$ cat config.mk
export PLATFORM = sky130hd
export DESIGN_NAME = queue_sensor_decoder
export DESIGN_NICKNAME = d
export VERILOG_FILES = /design/src/rtl/queue_sensor_decoder.sv
export SDC_FILE = /design/constraint.sdc
export NUM_CORES = 1
export LEC_CHECK = 0
export ABC_AREA = 1
export CAP_MARGIN = 20
export CORE_MARGIN = 4
export CORE_UTILIZATION = 57
export CTS_CLUSTER_DIAMETER = 50
export DETAILED_ROUTE_END_ITERATION = 10
export GPL_ROUTABILITY_DRIVEN = 0
export PLACE_DENSITY = 0.88
export SETUP_SLACK_MARGIN = 0.5
export SLEW_MARGIN = 20
export SYNTH_ARGS = -nofsm -noshare
export SYNTH_HDL_FRONTEND = slang
export SYNTH_SLANG_ARGS = --single-unit
$ cat constraint.sdc
create_clock -name clk -period 2.5 [get_ports clk]
set_input_delay 0.75 -clock clk [delete_from_list [all_inputs] [get_ports clk]]
set_output_delay 0.75 -clock clk [all_outputs]
set_load 0.1 [all_outputs]
$ cat src/rtl/queue_sensor_decoder.sv
// Beam-break sensor front end: synchronises and debounces the outer (A) and inner (B)
// sensors, then decodes crossing order into entry/exit pulses for the occupancy counter.
module queue_sensor_decoder #(
  parameter int unsigned DEBOUNCE_CYCLES = 4,
  parameter int unsigned TIMEOUT_CYCLES  = 1000
) (
  input  logic       clk,
  input  logic       rst,
  input  logic       sens_a,
  input  logic       sens_b,
  input  logic       full,
  input  logic       empty,
  output logic       up,
  output logic       down,
  output logic       reject,
  output logic       err,
  output logic       busy,
  output logic [2:0] dir_state
);

  localparam int unsigned DBW = (DEBOUNCE_CYCLES > 1) ? $clog2(DEBOUNCE_CYCLES) : 1;
  localparam int unsigned TOW = $clog2(TIMEOUT_CYCLES);
  localparam logic [DBW-1:0] DB_LAST = DBW'(DEBOUNCE_CYCLES - 1);
  localparam logic [TOW-1:0] TO_LAST = TOW'(TIMEOUT_CYCLES - 1);

  typedef enum logic [2:0] {
    IDLE  = 3'd0,
    EN_A  = 3'd1,
    EN_AB = 3'd2,
    EN_B  = 3'd3,
    EX_B  = 3'd4,
    EX_AB = 3'd5,
    EX_A  = 3'd6,
    ERR   = 3'd7
  } state_t;

  // Bit 1 carries sensor A and bit 0 sensor B, so r_filt reads directly as {fa,fb}.
  logic [1:0]     r_sync1;
  logic [1:0]     r_sync2;
  logic [1:0]     r_filt;
  logic [DBW-1:0] r_db_cnt [2];
  logic [TOW-1:0] r_to_cnt;

  state_t r_state;
  state_t w_state_nxt;
  logic   w_active;
  logic   w_timeout;
  logic   w_entry_done;
  logic   w_exit_done;
  logic   w_up_nxt;
  logic   w_down_nxt;
  logic   w_reject_nxt;
  logic   w_err_nxt;
  logic   r_up;
  logic   r_down;
  logic   r_reject;
  logic   r_err;

  always_ff @(posedge clk or negedge rst) begin
    if (!rst) begin
      r_sync1 <= '0;
      r_sync2 <= '0;
      r_filt  <= '0;
      for (int unsigned i = 0; i < 2; i++) r_db_cnt[i] <= '0;
    end else begin
      r_sync1 <= {sens_a, sens_b};
      r_sync2 <= r_sync1;
      for (int unsigned i = 0; i < 2; i++) begin
        if (r_sync2[i] == r_filt[i]) begin
          r_db_cnt[i] <= '0;
        end else if (r_db_cnt[i] == DB_LAST) begin
          r_filt[i]   <= ~r_filt[i];
          r_db_cnt[i] <= '0;
        end else begin
          r_db_cnt[i] <= r_db_cnt[i] + DBW'(1);
        end
      end
    end
  end

  assign w_active  = (r_state != IDLE) && (r_state != ERR);
  assign w_timeout = w_active && (r_to_cnt == TO_LAST);

  always_ff @(posedge clk or negedge rst) begin
    if (!rst) begin
      r_state  <= IDLE;
      r_to_cnt <= '0;
      r_up     <= 1'b0;
      r_down   <= 1'b0;
      r_reject <= 1'b0;
      r_err    <= 1'b0;
    end else begin
      r_state  <= w_state_nxt;
      r_to_cnt <= (!w_active || (w_state_nxt != r_state)) ? '0 : r_to_cnt + TOW'(1);
      r_up     <= w_up_nxt;
      r_down   <= w_down_nxt;
      r_reject <= w_reject_nxt;
      r_err    <= w_err_nxt;
    end
  end

  // Each active state accepts its own pattern, the next one forward and the one back.
  always_comb begin
    w_state_nxt = r_state;
    case (r_state)
      IDLE: case (r_filt)
        2'b00:   w_state_nxt = IDLE;
        2'b10:   w_state_nxt = EN_A;
        2'b01:   w_state_nxt = EX_B;
        default: w_state_nxt = ERR;
      endcase
      EN_A: case (r_filt)
        2'b10:   w_state_nxt = EN_A;
        2'b11:   w_state_nxt = EN_AB;
        2'b00:   w_state_nxt = IDLE;
        default: w_state_nxt = ERR;
      endcase
      EN_AB: case (r_filt)
        2'b11:   w_state_nxt = EN_AB;
        2'b01:   w_state_nxt = EN_B;
        2'b10:   w_state_nxt = EN_A;
        default: w_state_nxt = ERR;
      endcase
      EN_B: case (r_filt)
        2'b01:   w_state_nxt = EN_B;
        2'b00:   w_state_nxt = IDLE;
        2'b11:   w_state_nxt = EN_AB;
        default: w_state_nxt = ERR;
      endcase
      EX_B: case (r_filt)
        2'b01:   w_state_nxt = EX_B;
        2'b11:   w_state_nxt = EX_AB;
        2'b00:   w_state_nxt = IDLE;
        default: w_state_nxt = ERR;
      endcase
      EX_AB: case (r_filt)
        2'b11:   w_state_nxt = EX_AB;
        2'b10:   w_state_nxt = EX_A;
        2'b01:   w_state_nxt = EX_B;
        default: w_state_nxt = ERR;
      endcase
      EX_A: case (r_filt)
        2'b10:   w_state_nxt = EX_A;
        2'b00:   w_state_nxt = IDLE;
        2'b11:   w_state_nxt = EX_AB;
        default: w_state_nxt = ERR;
      endcase
      ERR:     w_state_nxt = (r_filt == 2'b00) ? IDLE : ERR;
      default: w_state_nxt = IDLE;
    endcase
    if (w_timeout) w_state_nxt = ERR;
  end

  always_comb begin
    w_entry_done = (r_state == EN_B) && (w_state_nxt == IDLE);
    w_exit_done  = (r_state == EX_A) && (w_state_nxt == IDLE);
    w_up_nxt     = w_entry_done && !full;
    w_down_nxt   = w_exit_done && !empty;
    w_reject_nxt = (w_entry_done && full) || (w_exit_done && empty);
    w_err_nxt    = (w_state_nxt == ERR) && (r_state != ERR);
  end

  assign up        = r_up;
  assign down      = r_down;
  assign reject    = r_reject;
  assign err       = r_err;
  assign busy      = (r_state != IDLE);
  assign dir_state = r_state;

endmodule

==> impl_metrics.tcl, run 1 <==
set metrics [dict create \
    syn-num-nets 204 \
    powerDensity_nw_per_um2 1400 \
    muxShareOfSynthArea_pct 0 \
    synth_top_area_share_pct 40.6 \
    design_area_um2 2120 \
    cp_slowest_cell "dfrtp_4" \
    synth-compound-area-share_pct 2.56 \
    grt_antenna_before_repair 0 \
    post-route-period-util_pct 80.0 \
    die_area_um2 3850 \
    peakVddDrop_v 0.00136 \
    num_vias 1356 \
    ios 14 \
    min_period_ps 2000 \
    die_x_um 62.0 \
    finalPower_mw 2.96 \
    critPathLaunchType "flip-flop" \
    relSlewSlack_pct 71.2 \
    place_ws_ps 435 \
    root_buffer "clkbuf_4" \
    io_buffers 13 \
    first_iter_violations 61 \
    synth_xor_area_share_pct 4.21 \
    post-route-util_pct 76.2 \
    drv_cap 0 \
    n_antenna_cell 0 \
    synth_cells 188 \
    setup-tns-final_ps 0 \
    grt_pass1_vias 1232 \
    avgSynthCellArea_um2 8.85 \
    outcome "finished clean" \
    clkLatencyLatePin_ps 320 \
    p_leak_nw 0.962 \
    die_h_um 62.0 \
    placedInstanceArea_um2 1820 \
    yosys.area.top_type "dfrtp_1" \
    drive_above_1_share_pct 42.5 \
    synth-seq-area-share_pct 40.6 \
    grt_max_degree 19 \
    worstPathMaxFanout 2 \
    fmax_ghz 0.500 \
    clock_path_buffers 2 \
    viasPerCell 5.42 \
    skew_ps 1.58 \
    min_path_type "flip-flop to flip-flop" \
    netlist-cell-type-count 26 \
    ys_warn_count 0 \
    slew_violations 0 \
    drc 0 \
    cts_made_buffers 3 \
    ys_top_cells_by_area "dfrtp_1 41%, ha_1 7.5%, nand2_1 7.2%" \
    path_class "flip-flop to primary output" \
    grt_setup_unrepaired "true" \
    hpwlAfterDp_um 2280 \
    syn_area_um2 1660 \
    clk_pin_slew_ps 140 \
    initial_core_util_pct 59.8 \
    rows 19 \
    grt_pass1_wl_um 5230 \
    wl_per_cell_um 14.4 \
    fin_nets 236 \
    crit_path_cell_trace "nor2_4 > nand2_8 > buf_12" \
    grtUsageTotal_pct 18.6 \
    grt_overflow 0 \
    synth_top_family_by_area "simple AND/OR/NAND/NOR gates" \
    area_growth_syn_to_layout_pct 27.3 \
    clock_sinks 27 \
    synthSimpleGateAreaFrac_pct 37.7 \
    cp.arrival_ps 1250 \
    hold_viol 0 \
    cts_tree "yes" \
    core-area_um2 2780 \
    ys_seq_elements 27 \
    worst_slew_pin_slew_ps 431 \
    htreeDepth 1 \
    drtPass1Iterations 4 \
    crit_path_end_kind "primary output" \
    cts-hold-fix-buffers 0 \
    synthAdderAreaFrac_pct 7.52 \
    crit_required_ps 1750 \
    slowest_delay_ps 530 \
    fin_ws_ps 500 \
    final_antenna_net_count 0 \
    routed_wl_um 3610 \
    setup_viol 0 \
]
power breakdown:
| group | internal, mW | switching (mW) |
|---|---|---|
| clock | 0.0601 | 0.130 |
| sequential | 0.536 | 0.0903 |
| combinational | 0.772 | 1.38 |
final timing paths:
path | start | end | slack (ps) | cells past startpoint
min | r_sync1[0] | r_sync2[0] | 370 | 0
min in group asynchronous | rst | down | 710 | 1
min reg2reg | r_sync1[0] | r_sync2[0] | 370 | 0
max in group asynchronous | rst | r_filt[1] | 1200 | 2
max reg2reg | dir_state[1] | r_to_cnt[0] | 510 | 11
max | dir_state[1] | busy | 500 | 3
cell families after synthesis:
group | Yosys count
and+or+nand+nor | 110
DFF | 27
buffers and inverters | 25
adders and majority gates | 10
AOI/OAI and AO/OA | 8
xor gates and xnor gates | 8
registers in the layout, summed over array words and instances (netlist names):
name	count
dir_state	3
down	1
err	1
r_db_cnt	4
r_filt	2
r_sync1	2
r_sync2	2
r_to_cnt	10
reject	1
up	1
layer usage:
metal / global-route usage (%) / share of wire [%]
met5: 0 / 0
met2: 30.3 / 49
met3: 2.48 / 5.4
met4: 8.79 / 3.4
met1: 24.4 / 42
cell usage in the layout, fill, tap and decap left out, types with 3 or more instances in the layout:
master,instances
nand3_1,9
o21ai_0,4
dfrtp_1,22
o21ai_1,3
buf_4,18
nor2_4,7
nor2_2,15
buf_6,4
ha_1,4
nor3_1,5
nand2_4,3
nand3_2,5
nand3_4,4
nand2_2,10
clkbuf_4,3
xnor2_1,4
xor2_1,4
inv_1,16
clkdlybuf4s50_1,5
inv_4,3
nand4_1,6
nand2_1,27
dfrtp_2,4
nor2_1,16
ha_4,4
stage by stage:
step                      std cells  hold slack [ps]
after floorplan                 188              331
after global placement          230              335
after detailed placement        230              337
after CTS                       243              371
after global routing            250              383
final                           250              366
cell type report:
cell class / count / area [um^2]
Sequential cell: 27 / 684
Multi-Input combinational cell: 137 / 1000
Fill cell: 181 / 663
Inverter: 22 / 95.1
Tap cell: 31 / 38.8
Clock inverter: 1 / 5.00
Timing Repair Buffer: 29 / 270
Clock buffer: 3 / 22.5
synth_stat cells:
master    count
nand3_2       3
or2_2         1
inv_2         2
nand3_1      12
nand4_1       6
dfrtp_1      27
xor2_1        4
inv_1        19
nor3_1        5
buf_6         2
nor2_4        3
nand2_1      32
nand3_4       3
nor2_1       18
nor3_2        1
xnor2_1       4
nand2_2       5
ha_1         10
o21ai_0       6
nand2_4       3
o21ai_1       1
nor2_2       17
nor3b_2       1
o31ai_1       1
clkbuf_8      1
inv_6         1
worst max-delay path, delay by kind of cell, from the launching register on:
kind,cells,cell delay (ps)
simple gates,2,230
buf+inv,1,170
flops,1,530
what timing repair did:
action / CTS / global route
gates cloned: 0 / 1
buffers inserted: 9 / 6
pin swaps: 2 / 14
resized for setup: 4 / 36
setup endpoints to repair: 14 / 14
No activity file was read; power rests on OpenSTA's default activity.
==> run 2: changes to the inputs <==
==> constraint.sdc (replaced) <==
create_clock -name clk -period 2 [get_ports clk]
set_input_delay 0.6 -clock clk [delete_from_list [all_inputs] [get_ports clk]]
set_output_delay 0.6 -clock clk [all_outputs]
set_load 0.1 [all_outputs]
==> run 2 against run 1 <==
Effect of this change: routed wire length increased by 6.7%; critical path depth increased by 6; total power increased by 39%; non-clock buffer count increased by 9; sequential power increased by 26%; worst setup slack got worse by 460 ps; sequential cell count unchanged; register-to-register slack got worse by 470 ps; combinational power increased by 43%; sequential share of layout area decreased by 2.2 points; final cell count increased by 3.6%.
==> impl_metrics.tcl, run 2 (synthesized netlist as in run 1, its figures left out) <==
set metrics [dict create \
    outcome "finished clean" \
    ios 14 \
    grt_setup_unrepaired "true" \
    final_antenna_net_count 0 \
    r2r_end "up" \
    crit_family "simple AND/OR/NAND/NOR gates" \
    grt_pass1_vias 1322 \
    regMostFlops "r_to_cnt" \
    skew_ps 13.3 \
    powerDensity_nw_per_um2 1820 \
    relSlewSlack_pct 71.3 \
    min_period_ps 1960 \
    design_area_um2 2270 \
    n_antenna_cell 0 \
    drtPass1Iterations 4 \
    cts-hold-fix-buffers 0 \
    routed_wl_um 3850 \
    drv_cap 0 \
    post-route-period-util_pct 98.0 \
    core-area_um2 2780 \
    worstPathMaxFanout 5 \
    most-common-layout-cells "26 x nand2_1, 23 x dfrtp_1, 17 x nor2_2" \
    grt_max_degree 28 \
    hpwlAfterDp_um 2100 \
    p_leak_nw 1.02 \
    largest_register_ffs 10 \
    cp_slowest_cell "dfrtp_2" \
    setup_viol 0 \
    die_x_um 62.0 \
    clk_pin_slew_ps 160 \
    root_buffer "clkbuf_4" \
    fin_nets 245 \
    clock_path_buffers 2 \
    reg2reg_slack_ps 40 \
    fillCellCount 176 \
    peakVddDrop_v 0.00206 \
    first_iter_violations 62 \
    hold_path_end "r_sync2[1]" \
    worst_slew_pin_slew_ps 428 \
    critPathLaunchType "flip-flop" \
    min_from "r_sync1[1]" \
    clkLatencyLatePin_ps 340 \
    r2r_start "r_filt[0]" \
    initial_core_util_pct 59.8 \
    cts_made_buffers 3 \
    grt_pass1_wl_um 6110 \
    fmax_ghz 0.510 \
    placedInstanceArea_um2 1910 \
    cts_tree "yes" \
    cp.arrival_ps 2220 \
    min_path_type "flip-flop to flip-flop" \
    grtUsageTotal_pct 22.0 \
    drive_above_1_share_pct 46.1 \
    area_growth_syn_to_layout_pct 36.2 \
    post-route-util_pct 81.5 \
    path_buf_inv 0 \
    num_vias 1400 \
    io_buffers 13 \
    die_area_um2 3850 \
    rows 19 \
    path_class "flip-flop to flip-flop" \
    worstRegToRegCells 9 \
    grt_antenna_before_repair 0 \
    hold_viol 0 \
    cp_num_cells 9 \
    min_path_cells 0 \
    grt_overflow 0 \
    slew_violations 0 \
    drc 0 \
    fin_ws_ps 40.3 \
    final_common_cell "nand2_1" \
    wl_per_cell_um 14.9 \
    htreeDepth 1 \
    die_h_um 62.0 \
    crit_path_end_kind "flip-flop" \
    crit_required_ps 2260 \
    slowest_delay_ps 520 \
    viasPerCell 5.41 \
    crit_path_cell_trace "ha_4 > or2_4 > nand2_2 > nand3_2 > nor2_4 > nand3_4 > nor2_2 > nand2_1 > nor3b_2" \
    place_ws_ps -14.5 \
    clock_sinks 27 \
]
-- run 2: routing by layer --
metal | GRT usage, % | vias to the layer above | part of all wire, %
met4 | 10.9 | 0 | 3.9
met2 | 36.8 | 60 | 49
met5 | 0 | - | 0
li1 | - | 677 | -
met3 | 3.31 | 17 | 5.6
met1 | 27.6 | 646 | 42
-- run 2: per-stage QoR --
stage	power (mW)	hold slack [ps]	cells	setup TNS, ps
2_1_floorplan	2.41	304	188	0
3_3_place_gp	2.81	335	231	0
3_5_place_dp	2.84	337	231	-16.9
4_1_cts	3.79	370	255	0
5_1_grt	4.34	402	259	-156
6_report	4.12	368	259	0
-- run 2: worst max-delay path by stage --
stage / startpoint / slack (ps) / endpoint
after floorplan: dir_state[1] / 0.4 / r_to_cnt[0]
after global placement: r_filt[0] / 50 / down
after detailed placement: r_filt[0] / -10 / up
after CTS: dir_state[1] / 110 / busy
after global routing: r_filt[1] / -40 / r_to_cnt[7]
final: r_filt[0] / 40 / up
-- run 2: final cells by class --
class / count / area [um^2] / area share [%]
flip-flops and latches: 27 / 683 / 30.1
inverters: 22 / 90.1 / 3.98
well taps: 31 / 38.8 / 1.71
clock inverters: 1 / 7.51 / 0.331
clock buffers: 3 / 22.5 / 0.994
multi-input cells: 137 / 992 / 43.8
repair buffers: 38 / 432 / 19.1
-- run 2: timing repair --
action                                  4_1_cts  5_1_grt
gates resized for setup                      36        8
cloned                                        1        0
pin swaps                                    24        6
endpoints found under the setup margin       25       25
setup buffers                                19        4
-- run 2: report_power, final --
group          total (mW)  leakage [nW]  switching [mW]  internal, mW
Clock               0.254        0.0139           0.177        0.0766
Sequential          0.788         0.350           0.119         0.668
Combinational        3.07         0.658            1.80          1.27
